## src/rtl/mem_arbiter.sv

```systemverilog
// mem_arbiter: shares one native-bus slave between the CPU instruction
// port (master 0) and data port (master 1). Round-robin grants, one
// outstanding slave access, one pending buffer per master, and a
// watchdog that ends a slave access that never completes.
//
// Handshake: a request is a one-cycle valid pulse carrying instr, addr,
// wdata and wstrb (wstrb == 0 means read). The receiver answers with a
// one-cycle ready pulse, and rdata is meaningful only in that cycle (it
// is 0 otherwise). A master must not pulse valid again before it has
// seen ready for its previous request. The arbiter forwards a granted
// request to the slave in the same cycle. It returns the slave's ready
// and rdata to the owning master in the same cycle.
module mem_arbiter #(
   parameter int TIMEOUT = 1024
) (
   input  logic        clk,
   input  logic        rst,
   input  logic        m0_valid,
   input  logic        m0_instr,
   input  logic [31:0] m0_addr,
   input  logic [31:0] m0_wdata,
   input  logic [3:0]  m0_wstrb,
   output logic [31:0] m0_rdata,
   output logic        m0_ready,
   input  logic        m1_valid,
   input  logic        m1_instr,
   input  logic [31:0] m1_addr,
   input  logic [31:0] m1_wdata,
   input  logic [3:0]  m1_wstrb,
   output logic [31:0] m1_rdata,
   output logic        m1_ready,
   output logic        s_valid,
   output logic        s_instr,
   output logic [31:0] s_addr,
   output logic [31:0] s_wdata,
   output logic [3:0]  s_wstrb,
   input  logic [31:0] s_rdata,
   input  logic        s_ready,
   output logic        timeout_err,
   output logic        overflow_err,
   output logic        state_dbg
);

   typedef enum logic {
      IDLE = 1'b0,
      BUSY = 1'b1
   } state_t;

   typedef struct packed {
      logic        instr;
      logic [31:0] addr;
      logic [31:0] wdata;
      logic [3:0]  wstrb;
   } req_t;

   // The watchdog fires when the timer holds TIMEOUT-1 with no s_ready.
   // A TIMEOUT of 0 turns the watchdog off entirely.
   localparam bit          WDOG_EN    = (TIMEOUT > 0);
   localparam logic [31:0] TIMER_LAST = (TIMEOUT > 0) ? 32'(TIMEOUT - 1) : 32'd0;

   state_t      state_q, state_d;
   logic        owner_q, owner_d;
   logic        last_q, last_d;
   logic [31:0] timer_q, timer_d;

   // Pending buffers, bit/index 0 = master 0, 1 = master 1
   logic [1:0]  buf_v_q, buf_v_d;
   req_t [1:0]  buf_q;

   req_t [1:0]  live_req;
   logic [1:0]  live_v;
   logic [1:0]  cand;
   logic [1:0]  win_oh;
   logic [1:0]  issue_buf;
   logic [1:0]  live_win;
   logic [1:0]  capture;
   logic [1:0]  drop;
   logic        any_buf;
   logic        grant;
   logic        win;
   req_t        win_req;
   logic        wdog_fire;
   logic        done;

   assign live_v      = {m1_valid, m0_valid};
   assign live_req[0] = {m0_instr, m0_addr, m0_wdata, m0_wstrb};
   assign live_req[1] = {m1_instr, m1_addr, m1_wdata, m1_wstrb};
   assign state_dbg   = state_q;

   // Arbitration: pick the winner in IDLE, then work out which live
   // requests go into a buffer and which are lost.
   always_comb begin
      any_buf = |buf_v_q;
      // Buffered requests are older, so they shut out live ones entirely
      cand    = any_buf ? buf_v_q : live_v;
      grant   = (state_q == IDLE) && (cand != 2'b00);
      // On a tie the master that did not win last time goes first
      win     = (cand == 2'b11) ? ~last_q : cand[1];
      win_oh  = 2'b00;
      if (grant) begin
         win_oh = win ? 2'b10 : 2'b01;
      end
      issue_buf = any_buf ? win_oh : 2'b00;
      live_win  = any_buf ? 2'b00 : win_oh;
      win_req   = any_buf ? buf_q[win] : live_req[win];
      // A buffer that is issued this cycle frees up in time for a new
      // live request from the same master. Otherwise the live request is lost.
      capture   = live_v & ~live_win & (~buf_v_q | issue_buf);
      drop      = live_v & ~live_win & buf_v_q & ~issue_buf;
      buf_v_d   = capture | (buf_v_q & ~issue_buf);
   end

   // Completion: a slave response, or the watchdog giving up on the slave
   always_comb begin
      wdog_fire = WDOG_EN && (state_q == BUSY) && !s_ready && (timer_q == TIMER_LAST);
      done      = (state_q == BUSY) && (s_ready || wdog_fire);
   end

   // Next-state logic for the IDLE/BUSY controller, owner, last and timer
   always_comb begin
      state_d = state_q;
      owner_d = owner_q;
      last_d  = last_q;
      timer_d = 32'd0;
      case (state_q)
         IDLE: begin
            if (grant) begin
               state_d = BUSY;
               owner_d = win;
               last_d  = win;
            end
         end
         BUSY: begin
            if (done) begin
               state_d = IDLE;
            end else begin
               timer_d = timer_q + 32'd1;
            end
         end
         default: state_d = IDLE;
      endcase
   end

   // Slave-side and master-side outputs; everything idles at 0
   always_comb begin
      s_valid     = 1'b0;
      s_instr     = 1'b0;
      s_addr      = 32'd0;
      s_wdata     = 32'd0;
      s_wstrb     = 4'd0;
      m0_ready    = 1'b0;
      m1_ready    = 1'b0;
      m0_rdata    = 32'd0;
      m1_rdata    = 32'd0;
      timeout_err = wdog_fire;
      if (grant) begin
         s_valid = 1'b1;
         s_instr = win_req.instr;
         s_addr  = win_req.addr;
         s_wdata = win_req.wdata;
         s_wstrb = win_req.wstrb;
      end
      if (done) begin
         m0_ready = ~owner_q;
         m1_ready = owner_q;
      end
      // A watchdog completion returns 0 data
      if ((state_q == BUSY) && s_ready) begin
         if (owner_q) begin
            m1_rdata = s_rdata;
         end else begin
            m0_rdata = s_rdata;
         end
      end
   end

   // Controller state, round-robin pointer and watchdog timer
   always_ff @(posedge clk) begin
      if (!rst) begin
         state_q <= IDLE;
         owner_q <= 1'b0;
         last_q  <= 1'b1;
         timer_q <= 32'd0;
      end else begin
         state_q <= state_d;
         owner_q <= owner_d;
         last_q  <= last_d;
         timer_q <= timer_d;
      end
   end

   // Pending buffers: capture live requests that were not forwarded
   always_ff @(posedge clk) begin
      if (!rst) begin
         buf_v_q <= 2'b00;
         buf_q   <= '0;
      end else begin
         buf_v_q <= buf_v_d;
         if (capture[0]) begin
            buf_q[0] <= live_req[0];
         end
         if (capture[1]) begin
            buf_q[1] <= live_req[1];
         end
      end
   end

   // Sticky overflow flag, set whenever a live request is lost
   always_ff @(posedge clk) begin
      if (!rst) begin
         overflow_err <= 1'b0;
      end else if (drop != 2'b00) begin
         overflow_err <= 1'b1;
      end
   end

endmodule

```

## config.mk

```make
export PLATFORM = sky130hd
export DESIGN_NAME = mem_arbiter
export DESIGN_NICKNAME = d
export VERILOG_FILES = /design/src/rtl/mem_arbiter.sv
export SDC_FILE = /design/constraint.sdc
export NUM_CORES = 1
export LEC_CHECK = 0
export CAP_MARGIN = 20
export CELL_PAD_IN_SITES_DETAIL_PLACEMENT = 1
export CELL_PAD_IN_SITES_GLOBAL_PLACEMENT = 1
export CORE_MARGIN = 5
export CORE_UTILIZATION = 33
export CTS_BUF_LIST = sky130_fd_sc_hd__clkbuf_16
export DETAILED_ROUTE_END_ITERATION = 10
export GPL_TIMING_DRIVEN = 0
export MAX_ROUTING_LAYER = met4
export PLACE_DENSITY_LB_ADDON = 0.1
export SLEW_MARGIN = 20
export SYNTH_ARGS = -nofsm -noshare
export SYNTH_HDL_FRONTEND = slang
export SYNTH_SLANG_ARGS = --single-unit
```

## constraint.sdc

```tcl
create_clock -name clk -period 2.25 [get_ports clk]
set_input_delay 0.225 -clock clk [delete_from_list [all_inputs] [get_ports clk]]
set_output_delay 0.225 -clock clk [all_outputs]
set_load 0.02 [all_outputs]
```

# == After elaboration in Yosys (flattened, before gate mapping) ==
# Cells that the tools add are included.
# word_totals
reg_bits,176
in_bits,175
output_inout_bits,139
elab_cells,68
# classes
add_sub_neg,1
n_lt_le_gt_ge,1
eq_ne,2
mux,24
n_bitwise,14
n_reduce_logical,12
# ops
op,n
$mux 69,5
$mux 32,6
$add 32x1->32 const B,1
$eq 32x10->1 const B,1
$and 2x2->2,5
$mux 2,5
$mux 1,6
$not 2->2,3
$logic_and 1x1->1,5
$mux 4,1
$not 1->1,4
$or 2x2->2,2
$reduce_bool 2->1,2
$reduce_or 3->1,1
$eq 2x2->1 const B,1
$lt 1x2->1 const B,1
$pmux 1 s2,1
$reduce_and 2->1,1
$reduce_or 2->1,1
$logic_not 1->1,1
$logic_or 1x1->1,1

# == Depth between registers and ports, before layout ==
# depth
word_depth,12
mapped_depth,9
depth_no_buf,6

# == Worst setup path before layout ==
# No wires, ideal clock.
# synth_timing
kind,flip-flop to output port
start,"register state_q, in the netlist state_dbg"
end,output port s_addr[21]
arrival_time_ps,1848
required_ps,2025
setup_slack_ps,177
path_stages_with_launch,8
path_buffers,3
path_cell_list,dfxtp_1 -> clkbuf_1 -> a21o_1 -> inv_1 -> nand2_1 -> buf_2 -> buf_2 -> o22ai_1
# synth_between
elab_chain_cells,3
# synth_rtl
item,line,rtl
"start, declared",61,"state_t state_q, state_d;"
"start signal, assigned",185,state_q <= state_d;
$not 1->1 (no source line),-,
$logic_and 1x1->1,96,grant = (state_q == IDLE) && (cand != 2'b00);
$mux 32,156,if (grant) begin
"end, declared",34,"output logic [31:0] s_addr,"
# Every way passes these cells.

# == Worst setup path in the final report ==
# layout_timing
start,register buf_v_q[1]
end,output port s_addr[6]
# layout_between
elab_chain_cells,8
elab_cells_between_ends,12
classes_between,1 x eq/ne; 8 x mux; 3 x reduce/logical
# layout_rtl
item,line,rtl
"start, declared",67,"logic [1:0] buf_v_q, buf_v_d;"
"start signal, assigned",198,buf_v_q <= buf_v_d;
$reduce_or 2->1,93,any_buf = |buf_v_q;
$mux 2,95,cand = any_buf ? buf_v_q : live_v;
$eq 2x2->1,98,win = (cand == 2'b11) ? ~last_q : cand[1];
$mux 1,98,
$mux 69 (not written as such) (2 in series),105,win_req = any_buf ? buf_q[win] : live_req[win];
$mux 69,105,
$mux 32 (*),156,
# Mark *: on every way between the ends. The rest lies on a longest branch, timed or not. The select of a mux whose other input is x is not followed.

==> results.toml <==
[die]
core_area_um2 = 27900
die_x_um = 178
start_util_pct = 33.5
dieHeight_um = 178
rows = 61
die-area_um2 = 31700
io_pins = 314

[global_route]
grt_pass1_wl_mm = 55.1
antenna_found_initial = 1
grt_usage_pct = 22.6
grt_pass1_vias = 9767
grt_max_degree = 17
gr-total-overflow = 0

[power_and_ir_drop]
combPwrFrac_pct = 39.6
peakVddDrop_mv = 0.507
clock_power_share_pct = 26.6
pwr-share-seq_pct = 33.8
p_per_area_nw_per_um2 = 713
p_switching_w = 0.00360
leakage_nw = 5.95
p_int_w = 0.00677
power.total_w = 0.0104
p_sw_share_pct = 34.7

[min_path]
hold_path_class = "in2reg"

[sta]
setup_tns_ns = -11.87
maxSlewHeadroom_pct = 51.2
fin_crit_sh_pct = 111
fin_ws_ns = -0.254
setup_violations = 72
timing.final.crit_period_ns = 2.50
max_freq_ghz = 0.399
fin_worst_skew_ns = 0.0123
worst_slew_pin_slew_ns = 0.732
finalHoldViolCount = 0
maxSlewViolCount = 0
rsz0062_at_grt = "yes"

[final_layout]
syn_to_final_growth_pct = 55.6
multi_input_area_um2 = 5660
utilization_pct = 52.1
design_area_um2 = 14500
nets = 1677
area.sequential_um2 = 3540
fillCellCount = 3260
drive_gt1_share_pct = 21.4

[logic_synthesis]
syn-num-nets = 1303
synth_top_area_share_pct = 37.7
yosys.area.top_type = "dfxtp_1"
synth-seq-cells = 176
syn_avg_cell_area_um2 = 8.28
netlist_instances = 1127
ys_top_cells_by_area = "dfxtp_1 (38%), mux2i_1 (15%), nand2_1 (12%), a21boi_0 (11%), o22ai_1 (4.6%)"
ys_types = 43
synth_edf_count = 0
synth_ff_type = "dfxtp_1"
ys_warn_count = 0
synthArstFlopShare_pct = 0
synthesis.area_um2 = 9330
yosysSeqAreaShare_pct = 37.7

[clocking]
clkLatencyLatePin_ns = 0.43
h-tree-depth = 4
clock-root-buffer = "clkbuf_16"
clk_path_buf_depth = 2
cts_buffers = 17
cts_tree = "done"
cts.clk_slew.worst_paths_ns = 0.06
cts_hold_buf = 0
clock-sinks = 176

[placed_design]
hpwl_mm = 26.8
pre_cts_ws_ns = -0.963
place_congestion = 0.800
portBuffers = 311
placed_cell_area_um2 = 12900

[setup_path]
critPathMaxStageDelay_ns = 0.32
startpoint_type = "register"
crit_slowest_cell = "dfxtp_2"
cp_max_fo = 8
required_ns = 2.03
end_kind = "primary output"
path_cells = "buf_6 > o21ai_2 > a21o_1 > buf_12 > buf_16 > buf_12 > buf_6 > mux2i_2 > o22ai_1 > buf_4"
rrSetupSlack_ns = -0.01
crit_arrival_ns = 2.28
worstSetupPathType = "reg2out"

[flow_run]
maxCapViolations = 0

[route]
drcViolationCount = 0
drt_iter0_drc = 434
wire_per_inst_um = 19.4
vias = 9379
antenna_left = 0
firstDrtPassIters = 6
routed_via_density = 4.96
wl_mm = 36.7

[outcome]
violations = "negative setup slack"
status = "complete, but fails checks"
state kept, by name, summed over array words and instances, names as in the netlist:
signal,count
buf_v_q,2
buf_q,138
state_dbg,1
overflow_err,1
last_q,1
timer_q,32
owner_q,1
area by class of cell:
type	count	area share [%]
Sequential cell	176	24.4
Buffer	84	4.42
Inverter	7	0.198
Clock buffer	17	2.93
Tap cell	378	3.26
Antenna cell	1	0.0172
Multi-Input combinational cell	853	39.0
Clock inverter	14	0.767
Timing Repair Buffer	362	25.0
synth_stat cells (8+ instances only):
cell and instances:
nand2_1 293, dfxtp_1 176, a21boi_0 138, mux2i_1 138, o22ai_1 69, and2_1 66, nor2_1 42, clkbuf_1 35
buf_2 30, xor2_1 21, buf_4 15, nand3_1 15, and3_1 9, nand4_1 8, o21ai_0 8, xnor2_1 8
logic make-up after synthesis:
| group | share of synthesized area (%) |
|---|---|
| flip-flops | 37.7 |
| AO/OA/AOI/OAI | 17.2 |
| adder cells (fa/ha/maj) | 0.134 |
| buffers and inverters | 5.27 |
| multiplexers | 14.8 |
| XOR/XNOR | 2.72 |
| AND/OR/NAND/NOR | 22.2 |
power groups by stage:
stage          Clock, W  Combinational (W)  Sequential (W)
2_1_floorplan         0            0.00193         0.00352
3_3_place_gp          0            0.00341         0.00354
4_1_cts         0.00282            0.00396         0.00349
6_report        0.00276            0.00410         0.00350
5_1_grt         0.00293            0.00438         0.00353
3_5_place_dp          0            0.00345         0.00356
worst paths after layout:
kind | start | endpoint | depth (start not counted)
worst max-delay path | buf_v_q[1] | s_addr[6] | 10
worst min-delay path | m1_valid | buf_v_q[1] | 3
worst max register to register | buf_v_q[1] | buf_q[40] | 9
worst min register to register | timer_q[0] | timer_q[0] | 1
routing by layer:
| layer | vias to the layer above | track usage (%) | part of all wire (%) |
|---|---|---|---|
| li1 | 4611 | - | - |
| met1 | 4528 | 28.9 | 44 |
| met2 | 193 | 37.7 | 50 |
| met3 | 47 | 2.88 | 3.8 |
| met4 | 0 | 6.81 | 2.5 |
| met5 | - | - | 0 |
repair_timing:
| item | in CTS | in global routing |
|---|---|---|
| gates cloned | 6 | 1 |
| buffers inserted | 30 | 20 |
| resized for setup | 641 | 107 |
| pin swaps | 39 | 40 |
| endpoints found under the setup margin | 144 | 193 |
cells in the final DEF (no fill, tap or decap), types with 17 or more instances in the layout:
cell / instances
buf_2: 27
o22ai_1: 57
nand2_1: 290
buf_12: 18
xor2_1: 21
mux2i_2: 17
and2_1: 66
clkdlybuf4s50_1: 173
clkbuf_16: 18
clkdlybuf4s15_1: 19
buf_6: 32
dfxtp_1: 165
clkdlybuf4s15_2: 38
buf_4: 84
a21boi_0: 138
nor2_1: 39
mux2i_1: 114
clkbuf_1: 18
metrics by stage:
step / instances / hold slack [ns]
2_1_floorplan: 1127 / 0.360
3_3_place_gp: 1816 / 0.444
3_5_place_dp: 1816 / 0.456
4_1_cts: 1882 / 0.127
5_1_grt: 1892 / 0.180
6_report: 1892 / 0.152
critical path, delay by kind of cell (launching register included):
kind / cells / cell delay [ns]
AOI/OAI and AO/OA: 3 / 0.48
buffers and inverters: 6 / 0.83
muxes: 1 / 0.23
DFF: 1 / 0.32
No activity file was read; power rests on OpenSTA's default activity.
